--- config.mk ---
export PLATFORM = sky130hd
export DESIGN_NAME = unidad_memoria_flat
export DESIGN_NICKNAME = d
export VERILOG_FILES = /design/src/rtl/unidad_memoria_if.sv /design/src/rtl/unidad_memoria.sv /design/src/flat_wrapper.sv
export SDC_FILE = /design/constraint.sdc
export NUM_CORES = 1
export LEC_CHECK = 0
export CAP_MARGIN = 0
export CORE_AREA = 2 2 88 153
export CTS_CLUSTER_SIZE = 16
export DETAILED_ROUTE_END_ITERATION = 10
export DIE_AREA = 0 0 90 155
export MAX_ROUTING_LAYER = met4
export PLACE_DENSITY = 0.8
export REMOVE_ABC_BUFFERS = 1
export SLEW_MARGIN = 0
export SYNTH_ARGS = -nofsm -noshare
export SYNTH_HDL_FRONTEND = slang
export SYNTH_SLANG_ARGS = --single-unit
--- constraint.sdc ---
create_clock -name clk -period 4.5 [get_ports clk]
set_input_delay 1.125 -clock clk [delete_from_list [all_inputs] [get_ports clk]]
set_output_delay 1.125 -clock clk [all_outputs]
set_load 0.02 [all_outputs]
--- src/rtl/unidad_memoria_if.sv ---
// Data-memory bus of unidad_memoria: valid/ready request, lane mask,
// write data and full-width read data.
// Ports (master = load/store unit, slave = data memory):
//   mem_valido, mem_hab_escritura, mem_dir, mem_mascara,
//   mem_dat_escritura  -> master drives
//   mem_listo, mem_dat_lectura -> slave drives
interface unidad_memoria_if #(
    parameter int ANCHO     = 32,
    parameter int ANCHO_DIR = 32
);
    logic                 mem_valido;
    logic                 mem_listo;
    logic                 mem_hab_escritura;
    logic [ANCHO_DIR-1:0] mem_dir;
    logic [ANCHO/8-1:0]   mem_mascara;
    logic [ANCHO-1:0]     mem_dat_escritura;
    logic [ANCHO-1:0]     mem_dat_lectura;

    modport master (
        output mem_valido,
        output mem_hab_escritura,
        output mem_dir,
        output mem_mascara,
        output mem_dat_escritura,
        input  mem_listo,
        input  mem_dat_lectura
    );

    modport slave (
        input  mem_valido,
        input  mem_hab_escritura,
        input  mem_dir,
        input  mem_mascara,
        input  mem_dat_escritura,
        output mem_listo,
        output mem_dat_lectura
    );
endinterface

--- src/rtl/unidad_memoria.sv ---
// Load/store unit between the multicycle RV32I control FSM and data memory:
// byte/half/word(/double) accesses, valid/ready handshake with wait states,
// misalignment/illegal-funct3 and timeout detection.
// Ports: clk, reset (async, active low); CPU side inicio, escritura,
//   funct3, dir_cpu, dato_cpu -> ocupado, listo, dato_carga,
//   error_alineacion, error_tiempo; memory side via mem (master modport).
module unidad_memoria #(
    parameter int ANCHO      = 32,
    parameter int ANCHO_DIR  = 32,
    parameter int MAX_ESPERA = 15
) (
    input  logic                 clk,
    input  logic                 reset,
    input  logic                 inicio,
    input  logic                 escritura,
    input  logic [2:0]           funct3,
    input  logic [ANCHO_DIR-1:0] dir_cpu,
    input  logic [ANCHO-1:0]     dato_cpu,
    output logic                 ocupado,
    output logic                 listo,
    output logic [ANCHO-1:0]     dato_carga,
    output logic                 error_alineacion,
    output logic                 error_tiempo,
    unidad_memoria_if.master     mem
);
    localparam int NB   = ANCHO / 8;
    localparam int OFFW = $clog2(NB);

    typedef enum logic [1:0] {
        REPOSO,
        PETICION,
        FIN
    } estado_t;

    estado_t estado, estado_sig;

    logic                 es_escritura, es_escritura_sig;
    logic                 sin_signo, sin_signo_sig;
    logic [1:0]           tam, tam_sig;
    logic [OFFW-1:0]      off, off_sig;
    logic [7:0]           cuenta, cuenta_sig;

    logic                 ocupado_sig, listo_sig;
    logic                 err_alin_sig, err_tiempo_sig;
    logic [ANCHO-1:0]     dato_carga_sig;

    logic                 valido, valido_sig;
    logic                 hab, hab_sig;
    logic [ANCHO_DIR-1:0] dir, dir_sig;
    logic [NB-1:0]        mascara, mascara_sig;
    logic [ANCHO-1:0]     dat_esc, dat_esc_sig;

    logic [OFFW-1:0]      off_in;
    logic [3:0]           alin;
    logic                 ilegal;
    logic [NB-1:0]        mascara_in;
    logic [ANCHO-1:0]     dat_in;
    logic [ANCHO-1:0]     desplazado;
    logic [ANCHO-1:0]     extraido;

    assign off_in = dir_cpu[OFFW-1:0];

    // alin holds (size in bytes - 1): low offset bits that must be zero.
    always_comb begin
        unique case (funct3[1:0])
            2'd0: begin
                alin       = 4'd0;
                mascara_in = NB'(1);
            end
            2'd1: begin
                alin       = 4'd1;
                mascara_in = NB'(3);
            end
            2'd2: begin
                alin       = 4'd3;
                mascara_in = NB'(15);
            end
            default: begin
                alin       = 4'd7;
                mascara_in = '1;
            end
        endcase
    end

    always_comb begin
        ilegal = 1'b0;
        if (funct3 == 3'b111)
            ilegal = 1'b1;
        if (ANCHO == 32 && (funct3 == 3'b011 || funct3 == 3'b110))
            ilegal = 1'b1;
        if (escritura && funct3 == 3'b011)
            ilegal = 1'b1;
        if ((4'(off_in) & alin) != 4'd0)
            ilegal = 1'b1;
    end

    // Replicate the low byte/half/word of rs2 across every lane so the
    // mask alone selects where it lands.
    always_comb begin
        dat_in = '0;
        for (int i = 0; i < NB; i++) begin
            unique case (funct3[1:0])
                2'd0:    dat_in[8*i +: 8] = dato_cpu[7:0];
                2'd1:    dat_in[8*i +: 8] = dato_cpu[8*(i%2) +: 8];
                2'd2:    dat_in[8*i +: 8] = dato_cpu[8*(i%4) +: 8];
                default: dat_in[8*i +: 8] = dato_cpu[8*(i%8) +: 8];
            endcase
        end
    end

    assign desplazado = mem.mem_dat_lectura >> {off, 3'b000};

    always_comb begin
        unique case (tam)
            2'd0: extraido = sin_signo ?
                ANCHO'(desplazado[7:0]) :
                ANCHO'($signed(desplazado[7:0]));
            2'd1: extraido = sin_signo ?
                ANCHO'(desplazado[15:0]) :
                ANCHO'($signed(desplazado[15:0]));
            2'd2: extraido = sin_signo ?
                ANCHO'(desplazado[31:0]) :
                ANCHO'($signed(desplazado[31:0]));
            default: extraido = desplazado;
        endcase
    end

    always_comb begin
        estado_sig       = estado;
        es_escritura_sig = es_escritura;
        sin_signo_sig    = sin_signo;
        tam_sig          = tam;
        off_sig          = off;
        cuenta_sig       = cuenta;
        ocupado_sig      = ocupado;
        listo_sig        = listo;
        err_alin_sig     = error_alineacion;
        err_tiempo_sig   = error_tiempo;
        dato_carga_sig   = dato_carga;
        valido_sig       = valido;
        hab_sig          = hab;
        dir_sig          = dir;
        mascara_sig      = mascara;
        dat_esc_sig      = dat_esc;

        unique case (estado)
            REPOSO: begin
                if (inicio) begin
                    es_escritura_sig = escritura;
                    sin_signo_sig    = funct3[2];
                    tam_sig          = funct3[1:0];
                    off_sig          = off_in;
                    ocupado_sig      = 1'b1;
                    if (ilegal) begin
                        estado_sig     = FIN;
                        listo_sig      = 1'b1;
                        err_alin_sig   = 1'b1;
                        dato_carga_sig = '0;
                    end else begin
                        estado_sig  = PETICION;
                        valido_sig  = 1'b1;
                        hab_sig     = escritura;
                        dir_sig     = {dir_cpu[ANCHO_DIR-1:OFFW], OFFW'(0)};
                        mascara_sig = mascara_in << off_in;
                        dat_esc_sig = dat_in;
                        cuenta_sig  = '0;
                    end
                end
            end
            PETICION: begin
                // Ack wins over timeout in the same cycle.
                if (mem.mem_listo) begin
                    estado_sig = FIN;
                    valido_sig = 1'b0;
                    hab_sig    = 1'b0;
                    listo_sig  = 1'b1;
                    if (!es_escritura)
                        dato_carga_sig = extraido;
                end else if (cuenta == 8'(MAX_ESPERA)) begin
                    estado_sig     = FIN;
                    valido_sig     = 1'b0;
                    hab_sig        = 1'b0;
                    listo_sig      = 1'b1;
                    err_tiempo_sig = 1'b1;
                    dato_carga_sig = '0;
                end else begin
                    cuenta_sig = cuenta + 8'd1;
                end
            end
            FIN: begin
                estado_sig     = REPOSO;
                listo_sig      = 1'b0;
                err_alin_sig   = 1'b0;
                err_tiempo_sig = 1'b0;
                ocupado_sig    = 1'b0;
            end
            default: begin
                estado_sig = REPOSO;
            end
        endcase
    end

    always_ff @(posedge clk or negedge reset) begin
        if (!reset) begin
            estado           <= REPOSO;
            es_escritura     <= 1'b0;
            sin_signo        <= 1'b0;
            tam              <= 2'd0;
            off              <= '0;
            cuenta           <= 8'd0;
            ocupado          <= 1'b0;
            listo            <= 1'b0;
            error_alineacion <= 1'b0;
            error_tiempo     <= 1'b0;
            dato_carga       <= '0;
            valido           <= 1'b0;
            hab              <= 1'b0;
            dir              <= '0;
            mascara          <= '0;
            dat_esc          <= '0;
        end else begin
            estado           <= estado_sig;
            es_escritura     <= es_escritura_sig;
            sin_signo        <= sin_signo_sig;
            tam              <= tam_sig;
            off              <= off_sig;
            cuenta           <= cuenta_sig;
            ocupado          <= ocupado_sig;
            listo            <= listo_sig;
            error_alineacion <= err_alin_sig;
            error_tiempo     <= err_tiempo_sig;
            dato_carga       <= dato_carga_sig;
            valido           <= valido_sig;
            hab              <= hab_sig;
            dir              <= dir_sig;
            mascara          <= mascara_sig;
            dat_esc          <= dat_esc_sig;
        end
    end

    assign mem.mem_valido        = valido;
    assign mem.mem_hab_escritura = hab;
    assign mem.mem_dir           = dir;
    assign mem.mem_mascara       = mascara;
    assign mem.mem_dat_escritura = dat_esc;
endmodule

--- src/flat_wrapper.sv ---
// flat-port wrapper written by rule: the top's interface ports become plain ports
module unidad_memoria_flat 
#(
    parameter int ANCHO      = 32,
    parameter int ANCHO_DIR  = 32,
    parameter int MAX_ESPERA = 15
)
  (clk, reset, inicio, escritura, funct3, dir_cpu, dato_cpu, ocupado, listo, dato_carga, error_alineacion, error_tiempo, mem_mem_valido, mem_mem_hab_escritura, mem_mem_dir, mem_mem_mascara, mem_mem_dat_escritura, mem_mem_listo, mem_mem_dat_lectura);
  unidad_memoria_if #(.ANCHO(ANCHO), .ANCHO_DIR(ANCHO_DIR)) mem_i ();
  input  logic clk;
  input  logic reset;
  input  logic inicio;
  input  logic escritura;
  input  logic [2:0] funct3;
  input  logic [ANCHO_DIR-1:0] dir_cpu;
  input  logic [ANCHO-1:0] dato_cpu;
  output logic ocupado;
  output logic listo;
  output logic [ANCHO-1:0] dato_carga;
  output logic error_alineacion;
  output logic error_tiempo;
  output wire logic [$bits(mem_i.mem_valido)-1:0] mem_mem_valido;
  output wire logic [$bits(mem_i.mem_hab_escritura)-1:0] mem_mem_hab_escritura;
  output wire logic [$bits(mem_i.mem_dir)-1:0] mem_mem_dir;
  output wire logic [$bits(mem_i.mem_mascara)-1:0] mem_mem_mascara;
  output wire logic [$bits(mem_i.mem_dat_escritura)-1:0] mem_mem_dat_escritura;
  input wire logic [$bits(mem_i.mem_listo)-1:0] mem_mem_listo;
  input wire logic [$bits(mem_i.mem_dat_lectura)-1:0] mem_mem_dat_lectura;
  assign mem_mem_valido = mem_i.mem_valido;
  assign mem_mem_hab_escritura = mem_i.mem_hab_escritura;
  assign mem_mem_dir = mem_i.mem_dir;
  assign mem_mem_mascara = mem_i.mem_mascara;
  assign mem_mem_dat_escritura = mem_i.mem_dat_escritura;
  assign mem_i.mem_listo = mem_mem_listo;
  assign mem_i.mem_dat_lectura = mem_mem_dat_lectura;
  unidad_memoria #(.ANCHO(ANCHO), .ANCHO_DIR(ANCHO_DIR), .MAX_ESPERA(MAX_ESPERA)) u_core (.clk(clk), .reset(reset), .inicio(inicio), .escritura(escritura), .funct3(funct3), .dir_cpu(dir_cpu), .dato_cpu(dato_cpu), .ocupado(ocupado), .listo(listo), .dato_carga(dato_carga), .error_alineacion(error_alineacion), .error_tiempo(error_tiempo), .mem(mem_i));
endmodule
### Yosys cells after proc, flatten, opt, wreduce, memory -nomap -nowiden

Cells that the tools add are included.

| cells by class | value |
|---|---|
| equality and inequality tests | 17 |
| bitwise gates (word level) | 2 |
| shifts and indexed selects | 2 |
| mux-type cells | 46 |
| $add $sub $neg | 1 |
| reduce and logical (&&, ||, !) cells | 21 |

Operators with widths:

| operator | number |
|---|---|
| 32-bit 2-to-1 mux | 7 |
| 32-bit one-hot mux with 2 select lines | 2 |
| 8-bit 2-to-1 mux | 6 |
| 8-bit one-hot mux with 2 select lines | 2 |
| 32-bit by 5-bit right shift with 32-bit output | 1 |
| 1-bit 2-to-1 mux | 16 |
| 1-bit one-hot mux with 2 select lines | 5 |
| 5-bit AND reduction | 2 |
| 3-bit one-hot mux with 3 select lines | 1 |
| 3-bit AND reduction | 3 |
| 8-bit by 1-bit adder with 8-bit output (second input constant) | 1 |
| 8-bit by 4-bit == test with 1-bit output (second input constant) | 1 |
| 2-bit 2-to-1 mux | 4 |
| 2-bit inequality test (second input constant) | 4 |
| 4-bit one-hot mux with 2 select lines | 1 |
| 4-bit AND reduction | 2 |
| 2-bit by 1-bit == test with 1-bit output (second input constant) | 3 |
| 3-bit == test (second input constant) | 2 |
| 2-bit logical NOT | 3 |
| 2-bit AND reduction | 3 |
| 2-bit nonzero test | 3 |
| 2-bit == test (second input constant) | 2 |
| 2-bit by 1-bit inequality test with 1-bit output (second input constant) | 2 |
| 2-bit one-hot mux with 2 select lines | 1 |
| other kinds (12) | 12 |

| word-level totals | value |
|---|---|
| output and inout bits | 106 |
| input port bits | 104 |
| logic and storage cells | 105 |
| flip-flop bits (word level) | 120 |

### Longest topological paths before layout

Gate-level depths: netlist of the first run.

| logic depth | value |
|---|---|
| depth after elaboration | 8 |
| mapped depth | 9 |
| mapped depth without buffers | 6 |

### Worst setup path after synthesis of the first run

Ideal clock, no wire load.

| timing | value |
|---|---|
| kind | input port to flip-flop |
| from | input funct3[1] |
| to | register u_core.dato_carga[18] |
| data required time | 4.375 ns |
| arrival | 2.588 ns |
| buffers on the path | 2 |
| setup slack | 1.787 ns |
| setup time | 0.125 ns |
| stages on the path | 7 |
| cell sequence | clkbuf_1 o31a_1 o22ai_2 a2111oi_4 o21ai_2 buf_6 mux2_4 |

| on the way | value |
|---|---|
| word-level cells in the longest chain between the ends | 7 |
| elaborated cells on any way between the ends | 17 |
| those cells by class | eq/ne: 6; mux: 5; bitwise: 1; reduce/logical: 5 |

RTL lines:

| what | line | text |
|---|---|---|
| start, declared | flat_wrapper.sv:14 | `input logic [2:0] funct3;` |
| 2-bit == test (tied with other cells) | unidad_memoria.sv:65 | `unique case (funct3[1:0])` |
| 3-bit one-hot mux with 3 select lines (tied with other cells) | unidad_memoria.sv:65 |  |
| 2-bit by 3-bit AND with 3-bit output / 1-bit 2-to-1 mux (equally long branches) | unidad_memoria.sv:93, unidad_memoria.sv:89 |  |
| 4-bit nonzero test / 1-bit 2-to-1 mux (equally long branches) | unidad_memoria.sv:93, unidad_memoria.sv:91 |  |
| 1-bit 2-to-1 mux (*) | unidad_memoria.sv:93 | `if ((4'(off_in) & alin) != 4'd0)` |
| 2-bit by 1-bit inequality test with 1-bit output (no source line) (*) | n/a |  |
| 5-bit AND reduction (no source line) (*) | n/a |  |
| end signal, assigned | unidad_memoria.sv:232 | `dato_carga <= dato_carga_sig;` |
| end, declared | unidad_memoria.sv:21 | `output logic [ANCHO-1:0] dato_carga,` |

Mark *: on every way between the ends. The rest lies on a longest branch, timed or not.
A chain may end at the register's enable or synchronous reset.

### Worst setup path after layout of the first run

| timing | value |
|---|---|
| from | input dir_cpu[0] |
| to | register u_core.mascara[2] (netlist: u_core.mem.mem_mascara[2]) |

| on the way | value |
|---|---|
| word-level cells in the longest chain between the ends | 5 |
| elaborated cells on any way between the ends | 6 |
| those cells by class | shift: 1; mux: 1; bitwise: 2; reduce/logical: 2 |

RTL lines:

| what | line | text |
|---|---|---|
| start, declared | flat_wrapper.sv:15 | `input logic [ANCHO_DIR-1:0] dir_cpu;` |
| 2-bit by 3-bit AND with 3-bit output | unidad_memoria.sv:93 |  |
| 4-bit nonzero test | unidad_memoria.sv:93 |  |
| 1-bit 2-to-1 mux | unidad_memoria.sv:93 |  |
| 1-bit inverter (no source line) | n/a |  |
| 3-bit AND reduction (no source line) | n/a |  |
| end signal, assigned | unidad_memoria.sv:236 | `mascara <= mascara_sig;` |
| end, declared | unidad_memoria.sv:50 | `logic [NB-1:0] mascara, mascara_sig;` |

Several ways; a longest one is shown, not always the timed one.

==> results of run 1 <==
[logic make-up after synthesis]
| logic type | count (synthesis) | share of synthesized area |
|---|---|---|
| muxes | 56 | 0.1077 |
| xor gates and xnor gates | 7 | 0.01097 |
| adders and majority gates | 1 | 0.002239 |
| and+or+nand+nor | 222 | 0.1642 |
| AOI/OAI and AO/OA | 120 | 0.1456 |
| other | 1 | 0.0006712 |
| DFF | 120 | 0.5375 |
| buffers and inverters | 40 | 0.03113 |
[worst max-delay path: cells and delay by family]
family                 cells  cell delay (ns)
buffers and inverters      1             0.55
AO/OA/AOI/OAI              3             0.97
AND/OR/NAND/NOR            2             0.89
[placed cells by master (no fill, tap or decap), types with 10 or more instances in the layout]
master / synthesis / routed
clkdlybuf4s50_1: 0 / 206
nand2_1: 166 / 165
dfrtp_1: 120 / 120
o21ai_0: 45 / 45
mux2i_1: 41 / 41
a21oi_1: 25 / 25
nor2_1: 23 / 23
clkbuf_16: 0 / 17
nor2b_1: 10 / 10
[power breakdown]
part | internal (mW) | switching [mW] | total [mW]
Sequential | 1.43 | 0.234 | 1.66
Combinational | 0.925 | 1.06 | 1.99
Clock | 0.769 | 0.473 | 1.24
Total | 3.12 | 1.77 | 4.89
[final cells by class]
cell class,instances,area (sq um),share of cell area
clock inverter,12,102.6,0.01232
sequential,120,3003,0.3605
multi-input combinational,408,2417,0.2902
inverter,3,11.26,0.001352
clock buffer,20,446.7,0.05363
tap,171,214.0,0.02569
timing repair buffer,214,2135,0.2563
[layer usage]
metal	share of wire	track usage
met4	0.021	0.1040
met5	0	-
met1	0.38	0.2665
met3	0.058	0.05956
met2	0.54	0.4329
[flip-flops by register name (all words and copies together), names as in the netlist]
register                      cells
u_core.tam                        2
u_core.mem.mem_dir               30
u_core.ocupado                    1
u_core.mem.mem_valido             1
u_core.listo                      1
u_core.sin_signo                  1
u_core.mem.mem_mascara            4
u_core.mem.mem_hab_escritura      1
u_core.es_escritura               1
u_core.estado                     2
u_core.dato_carga                32
u_core.off                        2
u_core.mem.mem_dat_escritura     32
u_core.error_alineacion           1
u_core.error_tiempo               1
u_core.cuenta                     8
[stage by stage]
| step | cells | instance area [sq um] | worst slack [ns] | hold WS [ns] | utilization |
|---|---|---|---|---|---|
| 4_1_cts | 948 | 8329 | 1.252 | 0.4756 | 0.6507 |
| 3_5_place_dp | 916 | 7780 | 0.8443 | 0.4615 | 0.6078 |
| 6_report | 948 | 8329 | 1.280 | 0.4738 | 0.6507 |
| 2_1_floorplan | 531 | 5428 | 1.004 | 0.5076 | - |
| 5_1_grt | 948 | 8329 | 1.168 | 0.4944 | 0.6507 |
| 3_3_place_gp | 916 | 7780 | 0.9185 | 0.4572 | 0.6078 |
[final timing paths]
| path | cells after the start | to |
|---|---|---|
| min reg2reg | 2 | u_core.mem.mem_dir[2]$_DFFE_PN0P_ |
| min | 2 | u_core.mem.mem_dir[2]$_DFFE_PN0P_ |
| max | 6 | u_core.mem.mem_mascara[2]$_DFFE_PN0P_ |
| min in group asynchronous | 1 | u_core.dato_carga[8]$_DFFE_PN0P_ |
| max in group asynchronous | 2 | u_core.mem.mem_dir[29]$_DFFE_PN0P_ |
| max reg2reg | 6 | u_core.dato_carga[29]$_DFFE_PN0P_ |
==> summary.md, run 1 <==
| Metric | Value |
|---|---|
| Run status | `complete, no violations` |
| Worst-Margin Slew | `1.207 ns` |
| GPL Wtd Cong | `roughly 0.87` |
| Worst min-delay path category | `reg2reg` |
| Count leader, synth | `nand2_1` |
| Layout area overhead | `49.09%` |
| Worst Skew | `0.008820 ns` |
| Post-synth EDFFs | `0` |
| Postcts setup bufs | `0` |
| Pre-Repair DR Iteration Count | `8` |
| Hold-fix buffers, CTS | `0` |
| Critical setup path kind | `in2reg` |
| Critical Path Fanout Max | `45` |
| Worst Path Required | `4.83 ns` |
| Layout cells sized above 1 | `0.07979` |
| Most frequent cells after synthesis | `nand2_1, dfrtp_1, o21ai_0, mux2i_1, a21oi_1` |
| DRC violations left | `0` |
| Synth warn | `0` |
| FF+latch count, synth | `120` |
| P per Cell Area | `between 500 and 600 nW/um^2` |
| Fin. Hold Viols | `0` |
| Post-synthesis sequential area ratio | `0.5375` |
| FILL cells | `a little over 1k` |
| Final Max Tran Viols | `0` |
| Largest net degree at the start of global routing | `98` |
| Via count | `between 4k and 5k` |
| Leading area contributor after synthesis | `dfrtp_1` |
| Std cell rows | `55` |
| H-tree level count | `4` |
| CP Cell Sequence | `clkdlybuf4s50_1, o31a_1, o22ai_2, and2_2, o311ai_0, nand2_1` |
| CTS sink cnt | `between 100 and 150` |
| Die Y | `around 160 um` |
| Fmax | `~0.31 GHz` |
| MaxCap Viol Count | `0` |
| CP Capture Type | `flop` |
| Minimum clock period | `3.220 ns` |
| Vias in the first global route | `approximately 5.2k` |
| Total track usage | `0.2468` |
| Library cells used by synthesis | `between 40 and 50` |
| CP max-delay cell | `and2_2` |
| First-pass GRT wire length | `between 20000 and 30000 um` |
| Post-DP HPWL | `about 12000 um` |
| Setup tns final | `0 ns` |
| Reg2Reg Setup Slack | `~2 ns` |
| I/O pin count | `between 200 and 250` |
| Top cell type's share of synthesized area | `0.5375` |
| CP startpoint | `dir_cpu[0]` |
| Mapped cell area | `between 5000 and 6000 sq um` |
| Remaining antenna violation count | `0` |
| Initial antenna violation count | `0` |
| HP Start | `u_core.mem.mem_dir[2]$_DFFE_PN0P_` |
| Final total power | `about 5 mW` |
| PortBufs | `between 200 and 250` |
| CTS tree | `done` |
| Setup violators final | `0` |
| DR iter-0 viols | `around 210` |
| Drt via density | `5.253` |
| Synthesized area per cell | `9.853 sq um` |
| Clk_lat worst skew | `slightly above 0.4 ns` |
| Core area | `12800 sq um` |
| Slowest stage delay, CP | `between 0.7 and 0.8 ns` |
| Initial Util | `0.4365` |
| Startpoint Class | `input port` |
| Ys async rst share | `1.000` |
| Reg clk slew, reported paths | `around 0.050 ns` |
| CP Data Arrival Time | `roughly 3.6 ns` |
| CTS root buf | `clkbuf_16` |
| RSZ-0062 raised after global routing | `no` |
| Leak pwr | `3.775 nW` |
| Grt total ovfl | `0` |
| Clock buffer count from CTS | `17` |
| Slew HR | `0.1939` |
| Syn Inst Count | `567` |
| Max IR drop VDD | `around 0.35 mV` |
| Final period util | `0.7156` |
| Reg2reg start | `u_core.off[1]$_DFFE_PN0P_` |
| Maximum buffer depth of the clock tree | `2` |
| Detailed Route WL | `about 16000 um` |
| Die W | `about 90 um` |
| Post-cts sizing count | `0` |
| Post-DR wirelength/cell | `approximately 17 um` |
| Die Area | `roughly 14000 sq um` |
| Diodes inserted | `0` |
| Top post-synthesis cells by area | `dfrtp_1, nand2_1, mux2i_1, o21ai_0, a21oi_1` |
| Final Net Count | `roughly 870` |
| Synth Flop Type | `dfrtp_1` |
No activity file was read; power rests on OpenSTA's default activity.
==> inputs of run 2 (changes only) <==
==> constraint.sdc (replaced) <==
create_clock -name clk -period 3.2 [get_ports clk]
set_input_delay 0.8 -clock clk [delete_from_list [all_inputs] [get_ports clk]]
set_output_delay 0.8 -clock clk [all_outputs]
set_load 0.02 [all_outputs]
==> summary.md, run 2 (synthesis gave the netlist of run 1 again) <==
| Metric | Value |
|---|---|
| Net Sw Power | `2.541 mW (+44%)` |
| Post-DP HPWL | `12410 um (+5.4%)` |
| Worst min-delay path category | `in2async` |
| Initial Util | `0.4365 (unchanged)` |
| CTS sink cnt | `120 (unchanged)` |
| Final total power | `6.980 mW (+43%)` |
| Largest net degree at the start of global routing | `86 (-12%)` |
| Fmax | `0.3925 GHz` |
| Std cell rows | `55 (unchanged)` |
| Worst-Margin Slew | `1.108 ns (-0.09880 ns)` |
| Finished Core Util | `0.6585 (+0.007723)` |
| CTS root buf | `clkbuf_16` |
| Vias in the first global route | `5456 (+4.2%)` |
| RSZ-0062 raised after global routing | `no` |
| Minimum clock period | `2.548 ns` |
| Final worst-path setup slack | `0.6524 ns (-0.6275 ns)` |
| Detailed Route WL | `17080 um (+4.4%)` |
| Clock buffer count from CTS | `17 (unchanged)` |
| Drt via density | `5.304 (+0.96%)` |
| Via count | `5081 (+2.0%)` |
| Initial antenna violation count | `0 (unchanged)` |
| DRC violations left | `0 (unchanged)` |
| First-pass GRT wire length | `27520 um (+3.6%)` |
| P per Cell Area | `828.1 nW/um^2 (+41%)` |
| MaxCap Viol Count | `0 (unchanged)` |
| Remaining antenna violation count | `0 (unchanged)` |
| Max IR drop VDD | `0.5214 mV (+48%)` |
| Critical setup path kind | `in2reg` |
| Leak pwr | `3.830 nW (+1.5%)` |
| Diodes inserted | `0 (unchanged)` |
| Setup tns final | `0 ns (unchanged)` |
| Post-DR wirelength/cell | `17.83 um (+3.3%)` |
| Slew HR | `0.2599 (+0.06601)` |
| Maximum buffer depth of the clock tree | `2 (unchanged)` |
| H-tree level count | `4 (unchanged)` |
| Global Route met1 Usage | `0.2744 (+0.007898)` |
| Worst Skew | `0.009937 ns (+0.001117 ns)` |
| Dpl ws | `0.2558 ns (-0.5885 ns)` |
| Core area | `12800 sq um (unchanged)` |
| I/O pin count | `210 (unchanged)` |
| Clock power share | `0.257 (+0.003)` |
| Reg2Reg Setup Slack | `0.80 ns (-1.17 ns)` |
| Switching share of power | `0.3641 (+0.002771)` |
| Layout area overhead | `50.86%` |
| Startpoint Class | `input port` |
| Worst r2r dst | `u_core.dato_carga[17]$_DFFE_PN0P_` |
| CP Data Arrival Time | `2.84 ns (-0.72 ns)` |
| Die Y | `155 um (unchanged)` |
| Met2 Use GR | `0.4400 (+0.007161)` |
| Final period util | `0.7961` |
| CP Capture Type | `flop` |
| GPL Wtd Cong | `0.8896 (+2.8%)` |
| Reg clk slew, reported paths | `0.05 ns (about the same)` |
| CTS tree | `done` |
| Layout cells sized above 1 | `0.09149 (+0.01169)` |
| Run status | `complete, no violations` |
| PortBufs | `207 (unchanged)` |
| FF-to-FF path depth | `7 (+1)` |
| Die Area | `13950 sq um (unchanged)` |
| Total track usage | `0.2559 (+0.009145)` |
| Reg power frac | `0.340 (about the same)` |
| Internal | `4.439 mW (+42%)` |
| GR Layer Usage met3 | `0.06634 (+0.006780)` |
| Pre-Repair DR Iteration Count | `4 (-4)` |
| Final Max Tran Viols | `0 (unchanged)` |
| Logic pwr share | `0.404 (-0.002)` |
| Reg2reg start | `u_core.cuenta[0]$_DFFE_PN0P_` |
| Clk_lat worst skew | `0.41 ns (about the same)` |
| Commonest non-fill, non-tap cells in the layout | `clkdlybuf4s50_1, nand2_1, dfrtp_1, o21ai_0, mux2i_1` |
| Postcts setup bufs | `0 (unchanged)` |
| Most common cell after layout, fill and taps aside | `clkdlybuf4s50_1` |
| Post-cts sizing count | `0 (unchanged)` |
| DR iter-0 viols | `254 (+22%)` |
| Grt total ovfl | `0 (unchanged)` |
| Critical Path Fanout Max | `32 (-29%)` |
| Final Net Count | `879 (+1.2%)` |
| Fin. Hold Viols | `0 (unchanged)` |
| Worst Path Required | `3.49 ns (-1.34 ns)` |
| Setup violators final | `0 (unchanged)` |
| GRT busiest layer | `met2` |
| Die W | `90 um (unchanged)` |
| Hold-fix buffers, CTS | `0 (unchanged)` |
## run 2: worst max path at each step
| stage | from | end | slack [ns] |
|---|---|---|---|
| after floorplan | dir_cpu[0] | u_core.mem.mem_mascara[0]$_DFFE_PN0P_ | 0.03 |
| after global placement | dir_cpu[1] | u_core.dato_carga[17]$_DFFE_PN0P_ | 0.30 |
| after detailed placement | dir_cpu[1] | u_core.dato_carga[17]$_DFFE_PN0P_ | 0.26 |
| after CTS | dir_cpu[1] | u_core.dato_carga[18]$_DFFE_PN0P_ | 0.68 |
| after global routing | dir_cpu[1] | u_core.dato_carga[18]$_DFFE_PN0P_ | 0.55 |
| final | dir_cpu[1] | u_core.dato_carga[19]$_DFFE_PN0P_ | 0.65 |
## run 2: worst max-delay path, stage by stage
cell and delay [ns]:
clkdlybuf4s50_1 0.58, o31a_1 0.20, o22ai_2 0.11, a2111oi_4 0.43
o21ai_2 0.09, buf_4 0.27, mux2_4 0.34
## run 2: layout make-up
class / instances / area (sq um)
Fill cell: 1053 / 4372
Clock inverter: 11 / 100.1
Clock buffer: 21 / 460.4
Tap cell: 171 / 214.0
Multi-Input combinational cell: 408 / 2417
Sequential cell: 120 / 3003
Inverter: 3 / 11.26
Timing Repair Buffer: 224 / 2222
## run 2: stage by stage
stage	cells	hold WS [ns]	area [sq um]
floorplan	531	0.5044	5428
global placement	926	0.4578	7868
detailed placement	926	0.4619	7868
CTS	958	0.4768	8428
global route	958	0.4931	8428
finish	958	0.4619	8428
## run 2: layer usage
metal	vias to the layer above	share of wire
met5	-	0
met4	0	0.036
met3	44	0.060
met2	224	0.53
met1	2456	0.37
li1	2357	-
## run 2: power by group through the flow
stage	clock [mW]	combinational [mW]	sequential [mW]
2_1_floorplan	0	0.783	2.92
3_3_place_gp	0	2.74	2.35
3_5_place_dp	0	2.82	2.39
4_1_cts	1.82	2.83	2.37
5_1_grt	1.89	3.01	2.43
6_report	1.79	2.82	2.37
